## src/rtl/serv_wb_mem_resp.sv

```systemverilog
// Wishbone data-bus memory responder with byte-lane writes and programmable wait states.
// Optional SERV_WB_MEM_ERR_EN: out-of-range addresses answer with o_wb_err instead of aliasing.
module serv_wb_mem_resp #(
   parameter int unsigned DEPTH = 256,
   parameter int unsigned WAIT  = 0
) (
   input  logic        i_clk,
   input  logic        i_rst,
   input  logic [31:0] i_wb_adr,
   input  logic [31:0] i_wb_dat,
   input  logic [3:0]  i_wb_sel,
   input  logic        i_wb_we,
   input  logic        i_wb_cyc,
   output logic [31:0] o_wb_rdt,
   output logic        o_wb_ack
`ifdef SERV_WB_MEM_ERR_EN
   ,
   output logic        o_wb_err
`endif
);

   localparam int unsigned AW    = $clog2(DEPTH);
   localparam int unsigned WW    = AW - 2;
   localparam int unsigned WORDS = DEPTH / 4;
   localparam int unsigned CW    = 4;
   localparam int unsigned DW    = 32;

   typedef enum logic [1:0] {
      S_IDLE    = 2'd0,
      S_WAIT    = 2'd1,
      S_ACK     = 2'd2,
      S_RECOVER = 2'd3
   } state_e;

   state_e          state_q, state_d;
   logic [CW-1:0]   cnt_q, cnt_d;
   logic [DW-1:0]   rdt_q, rdt_d;
   logic            ack_q, ack_d;
   logic            err_q, err_d;
   logic            access_c;
   logic            oor_c;
   logic            wr_en_c;
   logic [WW-1:0]   word_c;
   logic            unused_c;

   logic [DW-1:0]   mem_q [WORDS];

   assign word_c = i_wb_adr[AW-1:2];

   // Out-of-range detection only matters when the error response is built in
`ifdef SERV_WB_MEM_ERR_EN
   assign oor_c    = |i_wb_adr[31:AW];
   assign unused_c = ^i_wb_adr[1:0];
`else
   assign oor_c    = 1'b0;
   assign unused_c = ^{i_wb_adr[31:AW], i_wb_adr[1:0]};
`endif

   // Next-state, access strobe and response generation
   always_comb begin
      state_d  = state_q;
      cnt_d    = cnt_q;
      access_c = 1'b0;
      case (state_q)
         S_IDLE: begin
            if (i_wb_cyc) begin
               if (WAIT == 0) begin
                  access_c = 1'b1;
                  state_d  = S_ACK;
               end else begin
                  cnt_d   = CW'(WAIT - 1);
                  state_d = S_WAIT;
               end
            end
         end
         S_WAIT: begin
            if (!i_wb_cyc) begin
               state_d = S_IDLE;
            end else if (cnt_q == '0) begin
               access_c = 1'b1;
               state_d  = S_ACK;
            end else begin
               cnt_d = cnt_q - CW'(1);
            end
         end
         S_ACK:     state_d = S_RECOVER;
         S_RECOVER: state_d = S_IDLE;
         default:   state_d = S_IDLE;
      endcase

      ack_d = access_c & ~oor_c;
      err_d = access_c & oor_c;

      rdt_d = rdt_q;
      if (access_c && !i_wb_we) begin
         rdt_d = oor_c ? '0 : mem_q[word_c];
      end
   end

   // Memory is written only by a live access; a reset on the same edge suppresses it
   assign wr_en_c = access_c & i_wb_we & ~oor_c & ~i_rst;

   always_ff @(posedge i_clk or posedge i_rst) begin
      if (i_rst) begin
         state_q <= S_IDLE;
         cnt_q   <= '0;
         rdt_q   <= '0;
         ack_q   <= 1'b0;
         err_q   <= 1'b0;
      end else begin
         state_q <= state_d;
         cnt_q   <= cnt_d;
         rdt_q   <= rdt_d;
         ack_q   <= ack_d;
         err_q   <= err_d;
      end
   end

   // Storage is deliberately not reset
   always_ff @(posedge i_clk) begin
      if (wr_en_c) begin
         for (int n = 0; n < 4; n++) begin
            if (i_wb_sel[n]) begin
               mem_q[word_c][8*n +: 8] <= i_wb_dat[8*n +: 8];
            end
         end
      end
   end

   assign o_wb_rdt = rdt_q;
   assign o_wb_ack = ack_q;
`ifdef SERV_WB_MEM_ERR_EN
   assign o_wb_err = err_q;
`endif

endmodule
```

## config.mk

```make
export PLATFORM = sky130hd
export DESIGN_NAME = serv_wb_mem_resp
export DESIGN_NICKNAME = d
export VERILOG_FILES = /design/src/rtl/serv_wb_mem_resp.sv
export SDC_FILE = /design/constraint.sdc
export NUM_CORES = 2
export LEC_CHECK = 0
export BUFFER_PORTS_ARGS = -buffer_cell sky130_fd_sc_hd__buf_2
export CAP_MARGIN = 20
export CORE_ASPECT_RATIO = 1.4
export CORE_MARGIN = 10
export CORE_UTILIZATION = 55
export DETAILED_ROUTE_END_ITERATION = 7
export GPL_ROUTABILITY_DRIVEN = 0
export PLACE_DENSITY = 0.71
export SYNTH_ARGS = -nofsm -noshare
export SYNTH_HDL_FRONTEND = slang
export SYNTH_SLANG_ARGS = --single-unit
```

## constraint.sdc

```tcl
create_clock -name i_clk -period 4.7 [get_ports i_clk]
set_input_delay 0.235 -clock i_clk [delete_from_list [all_inputs] [get_ports i_clk]]
set_output_delay 0.235 -clock i_clk [all_outputs]
set_load 0.02 [all_outputs]
```

==> impl_table.tex <==
\begin{tabular}{lr}
\hline
Metric & Value \\
\hline
\multicolumn{2}{l}{\textbf{Synth}} \\
\quad Post-Syn Area per Cell & 18.11 um2 \\
\quad Post-Synthesis Cell Area & 80730 um2 \\
\quad Share of synthesized cell area in and, or, nand and nor gates & between 3 and 4\% \\
\quad Flip-flop and latch count after synthesis & between 2000 and 2500 \\
\quad Synthesized-area fraction occupied by ao, oa, aoi and oai cells & 7.945\% \\
\quad Most common flop cell mapped by yosys & sky130\_fd\_sc\_hd\_\_edfxtp\_1 \\
\quad Post-synthesis sequential area ratio & a little under 80\% \\
\quad Number of distinct library cells after synthesis & 70 \\
\quad Total number of yosys warnings & 0 \\
\quad Share of flip-flops with an asynchronous set or reset after synthesis & 1.869\% \\
\quad Adder and majority cell fraction of the synthesized area & 0.03100\% \\
\quad Area share of xor/xnor cells in the synthesized design & 0.03255\% \\
\quad Synthesized instance count & between 4000 and 5000 \\
\quad Multiplexer fraction of the synthesized cell area & 9.166\% \\
\quad Dominant combinational cell family by area after synthesis & multiplexers \\
\quad Syn nets & 4532 \\
\quad EDFF count, synth & 2048 \\
\multicolumn{2}{l}{\textbf{Floorplan}} \\
\quad Area of the die & 162700 um2 \\
\quad Core region area & about 150000 um2 \\
\quad Overall die width & 343.8 um \\
\quad Top Ports & 105 \\
\quad Initial Utilization & 55.29\% \\
\quad Site Rows & $\sim$170 \\
\quad Die outline height & between 400 and 500 um \\
\multicolumn{2}{l}{\textbf{CTS}} \\
\quad Clock Root Buffer & sky130\_fd\_sc\_hd\_\_clkbuf\_16 \\
\quad Clock latency of the later-clocked register in the worst-skew pair & 0.84 ns \\
\quad Count of instances resized after the clock tree is built & 0 \\
\quad Number of clock sinks seen by CTS & 2087 \\
\quad Maximum count of clock buffers along a single path & 3 \\
\quad CTS Buf Count & roughly 180 \\
\quad Clock tree from TritonCTS & done \\
\quad Clock-pin slew of the registers on the worst-case setup and hold paths & 0.07 ns \\
\quad Number of H-tree levels & 4 \\
\multicolumn{2}{l}{\textbf{Critical path}} \\
\quad Element type at the critical path start & register \\
\quad Arrival time at the worst endpoint & 3.97 ns \\
\quad Required time of the worst setup path & 5.15 ns \\
\quad Number of cells traversed by the worst register-to-register path & 7 \\
\quad Crit Reg-Reg Startpoint & cnt\_q[0] \\
\quad Crit path launch & cnt\_q[0] \\
\quad Register-to-register setup slack & 1.17 ns \\
\quad RR Endpoint & mem\_q[36][8] \\
\quad Crit. End Element & register \\
\quad Largest fanout on the critical path & 32 \\
\quad Crit Path Class & register to register \\
\quad CP Capture Point & mem\_q[36][8] \\
\multicolumn{2}{l}{\textbf{Timing}} \\
\quad Worst clock skew & 0.01995 ns \\
\quad Fin Hold WS & about 0.048 ns \\
\quad Final-report max-slew violation count & 0 \\
\quad Remaining max-slew budget at the tightest pin & 16.96\% \\
\quad Final critical-path share of the clock period & 75.08\% \\
\quad Setup Viol. Count Final & 0 \\
\quad Setup Total Neg Slack & 0 ns \\
\quad Setup slack of the critical path after layout & 1.171 ns \\
\quad Setup repair after global routing missed its margin & false \\
\quad Final worst path period need & 3.529 ns \\
\quad Slew @ Worst Pin & 1.239 ns \\
\quad Maximum clock frequency & 283.4 MHz \\
\quad Number of failing hold endpoints at the final stage & 0 \\
\multicolumn{2}{l}{\textbf{Status}} \\
\quad Outcome & finished with violations \\
\quad Failing checks & design-rule violations \\
\multicolumn{2}{l}{\textbf{Cells and area}} \\
\quad Post-route design area & 91720 um2 \\
\quad Highest-count cells in the layout ignoring fill and taps & sky130\_fd\_sc\_hd\_\_edfxtp\_1 (2048), sky130\_fd\_sc\_hd\_\_nor2\_1 (402), sky130\_fd\_sc\_hd\_\_buf\_4 (368) \\
\quad Layout cell share with drive strength beyond 1 & between 20\% and 30\% \\
\quad Final nets & 4909 \\
\quad Post-route non-filler standard cell count & 6933 \\
\quad Fill cell instance count of the final layout & 9924 \\
\quad Most common library cell in the layout ignoring fill and taps & sky130\_fd\_sc\_hd\_\_edfxtp\_1 \\
\quad Fraction of the core area covered by cells at the end of the flow & 62.82\% \\
\quad Relative area change from synthesis to final layout & 13.62\% \\
\multicolumn{2}{l}{\textbf{Drt}} \\
\quad Number of remaining DRC errors & 2 \\
\quad First-pass iteration count of the detailed router & 8 \\
\quad Iter 0 DRT Violations & 7506 \\
\quad Wire length after detailed routing & 248000 um \\
\quad Via count & approximately 48000 \\
\quad WL/cell & 35.77 um \\
\quad Number of routed nets with antenna violations & 0 \\
\quad Vias per Instance & 6.878 \\
\multicolumn{2}{l}{\textbf{Placed design}} \\
\quad Post-detail-place hpwl & 152300 um \\
\quad Post-Place Cell Area & approximately 85000 um2 \\
\quad Total of buffers placed on input and output ports & between 70 and 80 \\
\quad Worst slack at placement & 1.198 ns \\
\quad Placed cell count & 6541 \\
\multicolumn{2}{l}{\textbf{Power and ir drop}} \\
\quad Power Dens Cells & 415.7 nW/um2 \\
\quad Worst vdd ir & 0.0004149 V \\
\quad Tot Pwr & 38.13 mW \\
\quad Total leakage power & 29.70 nW \\
\multicolumn{2}{l}{\textbf{Global routing}} \\
\quad Global-route wire length before repair & roughly 350000 um \\
\quad Global routing usage summed across all routing layers & 30.18\% \\
\quad Met3 demand-to-capacity share in global routing & about 8.7\% \\
\quad Final global-route overflow total & 0 \\
\quad Number of antenna violations at the first check in global routing & 21 \\
\quad Via count of the first global-routing pass & 46120 \\
\quad Global routing met2 resource utilization & 46.49\% \\
\quad Global Route met1 Usage & 36.74\% \\
\quad Pin count of the biggest net entering global routing & 96 \\
\quad Gr busiest metal & met2 \\
\multicolumn{2}{l}{\textbf{Min path}} \\
\quad Type of the most critical hold path & input pin to register \\
\multicolumn{2}{l}{\textbf{Flow run}} \\
\quad Total of max-cap violations & 0 \\
\hline
\end{tabular}
-- kinds of logic (layout without fill, tap and decap cells) --
kind of cell	Yosys count	in the layout
multiplexers	529	529
XOR/XNOR	3	3
AND/OR/NAND/NOR	673	673
adder cells (fa/ha/maj)	2	2
buffers and inverters	319	843
AO/OA/AOI/OAI	845	845
other	0	19
flip-flops	2087	2087
-- per-layer routing --
layer / vias to the layer above / routed length [um]
met1: 24090 / 80490
li1: 19040 / -
met4: 26 / 19780
met5: - / 212
met2: 3685 / 115500
met3: 844 / 32020
-- timing repair --
| item | 4_1_cts | 5_1_grt |
|---|---|---|
| hold endpoints to repair | 61 | 368 |
| setup buffers | 0 | 0 |
| hold buffers | 3 | 22 |
-- critical path, stage by stage, from the launching register on --
cell	delay (ns)
sky130_fd_sc_hd__dfrtp_1	0.40
sky130_fd_sc_hd__inv_1	0.09
sky130_fd_sc_hd__ha_1	0.14
sky130_fd_sc_hd__or3b_4	0.41
sky130_fd_sc_hd__a21oi_2	0.20
sky130_fd_sc_hd__and3_1	0.36
sky130_fd_sc_hd__nand2_2	0.60
sky130_fd_sc_hd__nor2_1	0.92
-- state kept, by name, summed over array words and instances, names as in the netlist --
| name | cells |
|---|---|
| cnt_q | 4 |
| mem_q | 2048 |
| o_wb_ack | 1 |
| o_wb_rdt | 32 |
| state_q | 2 |
-- how the worst min path moves through the flow --
stage,from,endpoint,cells past startpoint
after CTS,i_wb_we,o_wb_rdt[20],5
after floorplan,i_wb_dat[0],mem_q[0][0],0
final,i_wb_we,o_wb_rdt[20],5
after global placement,cnt_q[3],cnt_q[3],1
after global routing,i_wb_we,o_wb_rdt[20],5
after detailed placement,cnt_q[3],cnt_q[3],1
-- cell usage after synthesis (88+ instances only) --
cell type	n	area, um2
sky130_fd_sc_hd__a221oi_1	310	2715
sky130_fd_sc_hd__o22ai_1	92	575.6
sky130_fd_sc_hd__edfxtp_1	2048	61500
sky130_fd_sc_hd__a22oi_1	135	1013
sky130_fd_sc_hd__nand2_1	143	536.8
sky130_fd_sc_hd__o21ai_0	95	475.5
sky130_fd_sc_hd__buf_2	116	580.6
sky130_fd_sc_hd__mux4_2	149	3356
sky130_fd_sc_hd__nor2_1	406	1524
sky130_fd_sc_hd__mux2i_1	284	2843
sky130_fd_sc_hd__clkbuf_1	127	476.7
sky130_fd_sc_hd__mux2_2	88	991.0
-- power breakdown --
group / total [mW] / internal [mW] / switching [mW]
clock network: 14.7 / 8.13 / 6.52
logic: 2.63 / 0.813 / 1.82
registers: 20.8 / 20.6 / 0.272
total: 38.1 / 29.5 / 8.62
-- layout make-up --
class	instances	area (um2)	share of cell area (%)
clock inverter	106	1031	1.124
clock buffer	220	4717	5.143
multi-input combinational	2052	16800	18.32
timing repair buffer	509	4194	4.573
tap	1932	2417	2.636
antenna	19	47.55	0.05184
sequential	2087	62470	68.12
inverter	8	37.54	0.04092
No activity file was read; power rests on OpenSTA's default activity.
